`src/rtl/column_select_input_pkg.sv`:
```
// column_select_input_pkg: shared state encoding and codes for the column input stage
package column_select_input_pkg;

  typedef enum logic [2:0] {
    S_IDLE,
    S_SETUP,
    S_FIRE,
    S_WAIT_REL,
    S_REJECT
  } state_e;

  localparam logic [3:0] COL_NONE     = 4'b1111;
  localparam logic [1:0] GAME_PLAYING = 2'b00;

  function automatic logic is_onehot(input logic [3:0] v);
    return (v != 4'b0000) && ((v & (v - 4'd1)) == 4'b0000);
  endfunction

endpackage

```
`src/rtl/column_select_input_btn_debounce.sv`:
```
// btn_debounce: 2-FF synchroniser plus stability counter for one pushbutton
module btn_debounce #(
  parameter int DEBOUNCE_CYCLES = 500000,
  parameter int CNT_W           = 20
) (
  input  logic clk_i,
  input  logic rst_ni,
  input  logic btn_i,
  output logic db_o
);

  logic             meta_q, sync_q, db_q, db_d;
  logic [CNT_W-1:0] cnt_q, cnt_d, cnt_inc;

  assign cnt_inc = cnt_q + 1'b1;

  // count cycles the synchronised input disagrees with the debounced level; flip and restart at the threshold
  always_comb begin
    cnt_d = (sync_q == db_q || cnt_inc == CNT_W'(DEBOUNCE_CYCLES)) ? '0 : cnt_inc;
    db_d  = (sync_q != db_q && cnt_inc == CNT_W'(DEBOUNCE_CYCLES)) ? ~db_q : db_q;
  end

  // synchroniser chain and debounce state
  always_ff @(posedge clk_i or negedge rst_ni) begin
    if (!rst_ni) begin
      meta_q <= 1'b0;
      sync_q <= 1'b0;
      db_q   <= 1'b0;
      cnt_q  <= '0;
    end else begin
      meta_q <= btn_i;
      sync_q <= meta_q;
      db_q   <= db_d;
      cnt_q  <= cnt_d;
    end
  end

  assign db_o = db_q;

endmodule

```
`src/rtl/column_select_input.sv`:
```
// column_select_input: debounced pushbuttons to one-hot column code and single move strobe
module column_select_input
  import column_select_input_pkg::*;
#(
  parameter int DEBOUNCE_CYCLES = 500000,
  parameter int CNT_W           = 20
) (
  input  logic       clk,
  input  logic       reset,
  input  logic [3:0] btn_raw,
  input  logic [1:0] game_status,
  output logic [3:0] in_column,
  output logic       enable,
  output logic       err_multi,
  output logic [3:0] btn_db
);

  state_e     state_q;
  logic [3:0] col_q;
  logic       en_q, err_q;

  for (genvar i = 0; i < 4; i++) begin : g_db
    btn_debounce #(
      .DEBOUNCE_CYCLES(DEBOUNCE_CYCLES),
      .CNT_W          (CNT_W)
    ) u_db (
      .clk_i (clk),
      .rst_ni(reset),
      .btn_i (btn_raw[i]),
      .db_o  (btn_db[i])
    );
  end

  // classify each press: one move per press-and-release, multi-press rejected, lockout when game over
  always_ff @(posedge clk or negedge reset) begin
    if (!reset) begin
      state_q <= S_IDLE;
      col_q   <= COL_NONE;
      en_q    <= 1'b0;
      err_q   <= 1'b0;
    end else begin
      en_q  <= 1'b0;
      err_q <= 1'b0;
      case (state_q)
        S_IDLE: begin
          if (btn_db != 4'b0000) begin
            if (!is_onehot(btn_db)) begin
              state_q <= S_REJECT;
              err_q   <= 1'b1;
            end else if (game_status == GAME_PLAYING) begin
              state_q <= S_SETUP;
              col_q   <= ~btn_db;
            end else begin
              state_q <= S_WAIT_REL;
            end
          end
        end
        S_SETUP: begin
          state_q <= S_FIRE;
          en_q    <= 1'b1;
        end
        S_FIRE: state_q <= S_WAIT_REL;
        default: begin
          if (btn_db == 4'b0000) begin
            state_q <= S_IDLE;
            col_q   <= COL_NONE;
          end
        end
      endcase
    end
  end

  assign in_column = col_q;
  assign enable    = en_q;
  assign err_multi = err_q;

endmodule

```
`config.mk`:
```
export PLATFORM = sky130hd
export DESIGN_NAME = column_select_input
export DESIGN_NICKNAME = d
export VERILOG_FILES = /design/src/rtl/column_select_input_pkg.sv /design/src/rtl/column_select_input_btn_debounce.sv /design/src/rtl/column_select_input.sv
export SDC_FILE = /design/constraint.sdc
export NUM_CORES = 1
export LEC_CHECK = 0
export CAP_MARGIN = 10
export CORE_MARGIN = 2
export CORE_UTILIZATION = 42
export CTS_BUF_LIST = sky130_fd_sc_hd__clkbuf_8 sky130_fd_sc_hd__clkbuf_16
export CTS_CLUSTER_DIAMETER = 30
export DETAILED_ROUTE_END_ITERATION = 16
export GPL_TIMING_DRIVEN = 1
export HOLD_SLACK_MARGIN = 0.06
export PLACE_DENSITY_LB_ADDON = 0.08
export SLEW_MARGIN = 5
export SYNTH_ARGS = -nofsm -noshare
export SYNTH_HDL_FRONTEND = slang
export SYNTH_SLANG_ARGS = --single-unit
export TNS_END_PERCENT = 50
```
`constraint.sdc`:
```
create_clock -name clk -period 3.37 [get_ports clk]
set_clock_uncertainty 0.05 [all_clocks]
set_input_delay 1.011 -clock clk [delete_from_list [all_inputs] [get_ports clk]]
set_output_delay 1.011 -clock clk [all_outputs]
set_load 0.005 [all_outputs]
```
==> reports/metrics.cfg <==
[clock_network]
cts_buffers = 9
post_cts_buffers = 0
ctsHoldBuffers = 0
cts.sinks = 101
cts_max_level = 3
cts_tree = yes
root_buffer = clkbuf_16
clk_pin_slew_worst_paths_ns = 0.06
clk_latency_ns = 0.35
ctsResizeCount = 0
clk_path_buf_depth = 2

[final_layout]
antennaDiodeCount = 0
fillers = 1278
drive_above_1_share = 0.0993
syn2layout_area_growth_pct = 9.23
final_net_count = 626
fin_cells = 790

[yosys]
yosys-top-cells-count = nor2_1 (98), dfrtp_1 (97), xnor2_1 (49)
synth_area_per_cell_sq_um = 9.52
synthCells = 609
yosysTopAreaCellShare = 0.419
synth_area_leaders = dfrtp_1 (42%), xnor2_1 (7.4%), nor2_1 (6.3%)
synthArstFlopShare = 1.00
synth_area_sq_mm = 0.00580
synth_cell_types = 73
synthesis.nets = 625
ys_warn_count = 0
synth_edf_count = 0
post-synth-top-area-cell = dfrtp_1
ys_seq_elements = 101
yosysSeqAreaShare = 0.437
ys.flop_type = dfrtp_1
yosysMostFrequentCell = nor2_1

[worst_setup_path]
critical-path-slowest-cell = or3_4
cp-endpoint = g_db[0].u_db.db_o
required_ns = 3.56
cpPeakStageDelay_ns = 0.48
cp-start-kind = register
critical_path.reg2reg.startpoint = g_db[0].u_db.cnt_q[0]
critical_path_class = register to register
r2r_slack_ns = 0.40
crit_path_end_kind = register
crit_start = g_db[0].u_db.cnt_q[0]
worstRegToRegCells = 8
crit_chain = ha_1, nand3_2, or3_4, or4_1, a211oi_1, o2111ai_1, nor2_1, mux2_2
worstPathArrival_ns = 3.16
path_max_fanout = 10
r2r-end = g_db[0].u_db.db_o

[route]
vias = 4263
drc = 0
drtPass1Iterations = 4
wl_microns = 11200
drtAntennaViolNets = 0
routed_via_density = 5.40
initialDrtViolationCount = 257
wl_per_cell_microns = 14.1

[place]
place_ws_ns = 0.390
dp_cells = 775
dp_hpwl_microns = 7900
io_buffers = 17
gp_congestion = 0.857

[grt]
grt_pass1_vias = 3987
antenna_found_initial = 0
grt_usage = 0.165
grt_max_degree = 61
gr-total-overflow = 0
grt_pass1_wl_microns = 19200

[sta]
max_freq_ghz = 0.336
fin_crit_ns = 2.97
grt_setup_unrepaired = no
period_share = 0.883
fin_ws_ns = 0.395
finalSetupViolCount = 0
finalHoldViolCount = 0
slew-limit-headroom = 0.484
worst_slew_pin_slew_ns = 0.774
fin_tns_setup_ns = 0
drv_slew = 0

[job]
cap_violations = 0

[floorplanning]
fp.coreArea_sq_mm = 0.0133
rows = 42
die_height_microns = 122
die_area_sq_mm = 0.0148
ios = 18
initial_core_util = 0.434
die_w_microns = 122

[pwr]
power_density_mw_per_mm2 = 375
ir_worst_vdd_mv = 0.251
leakagePower_nw = 2.48

[min_path]
hp-class = register to register
min_path_cells = 0

[status]
status = finished, final reports clean

report_power, final:
group / switching (mW) / internal, mW
clock: 0.438 / 0.595
combinational: 0.0569 / 0.0334
sequential: 0.0233 / 1.23
layout make-up:
type | instances | area (sq um) | area share
sequential | 101 | 2530 | 0.400
clock inverter | 1 | 3.75 | 0.000593
timing repair buffer | 23 | 225 | 0.0356
clock buffer | 14 | 294 | 0.0464
multi-input combinational | 462 | 3010 | 0.475
inverter | 13 | 48.8 | 0.00770
tap | 176 | 220 | 0.0348
through the flow:
stage          total power, mW  instance area, sq um  utilization  hold WS [ns]
2_1_floorplan             1.32                  5800            -         0.281
3_3_place_gp              1.37                  6040        0.452         0.283
3_5_place_dp              1.37                  6040        0.452         0.285
4_1_cts                   2.42                  6330        0.475         0.300
5_1_grt                   2.49                  6330        0.475         0.316
6_report                  2.38                  6330        0.475         0.298
cell usage in the layout, fill, tap and decap left out, drive strengths merged, types with 8 or more instances in the layout:
master / Yosys / layout
and3: 9 / 9
nor4: 26 / 26
inv: 13 / 14
ha: 8 / 8
nand2: 39 / 39
nor3: 21 / 21
nor2b: 9 / 9
mux2: 9 / 9
nand4: 26 / 26
nor2: 98 / 98
xor2: 26 / 26
xnor2: 49 / 49
clkbuf: 9 / 14
o21ai: 10 / 10
a21oi: 13 / 13
nand3: 32 / 32
dfrtp: 97 / 97
clkdlybuf4s50: 0 / 16
how the worst min path moves through the flow:
| stage | from | to | slack (ns) |
|---|---|---|---|
| after floorplan | g_db[0].u_db.meta_q | g_db[0].u_db.sync_q | 0.28 |
| after global placement | g_db[1].u_db.meta_q | g_db[1].u_db.sync_q | 0.28 |
| after detailed placement | g_db[3].u_db.meta_q | g_db[3].u_db.sync_q | 0.28 |
| after CTS | g_db[3].u_db.meta_q | g_db[3].u_db.sync_q | 0.30 |
| after global routing | g_db[2].u_db.meta_q | g_db[2].u_db.sync_q | 0.32 |
| final | g_db[3].u_db.meta_q | g_db[3].u_db.sync_q | 0.30 |
sequential cells by signal, summed over array words and instances, names as in the netlist:
name	flops
g_db.u_db.sync_q	4
g_db.u_db.db_o	4
enable	1
in_column	4
g_db.u_db.meta_q	4
err_multi	1
g_db.u_db.cnt_q	80
state_q	3
cell families after synthesis:
family	synth area share
AND/OR/NAND/NOR	0.288
XOR/XNOR	0.113
flip-flops	0.437
AO/OA/AOI/OAI	0.0723
adder cells (fa/ha/maj)	0.0190
multiplexers	0.0268
buffers and inverters	0.0442
worst max-delay path: cells and delay by family (launching register included):
| family | cells | cell delay, ns |
|---|---|---|
| simple gates | 4 | 1.27 |
| compound gates | 2 | 0.48 |
| flops | 1 | 0.45 |
| mux | 1 | 0.34 |
| fa+ha+maj | 1 | 0.28 |
per-layer routing:
layer / wire length [microns] / GRT usage / share of wire
met2: 5100 / 0.254 / 0.46
met1: 5540 / 0.223 / 0.50
met4: 187 / 0.0532 / 0.017
met3: 341 / 0.0484 / 0.031
met5: 0 / 0 / 0
(Power assumes the default switching activity.)
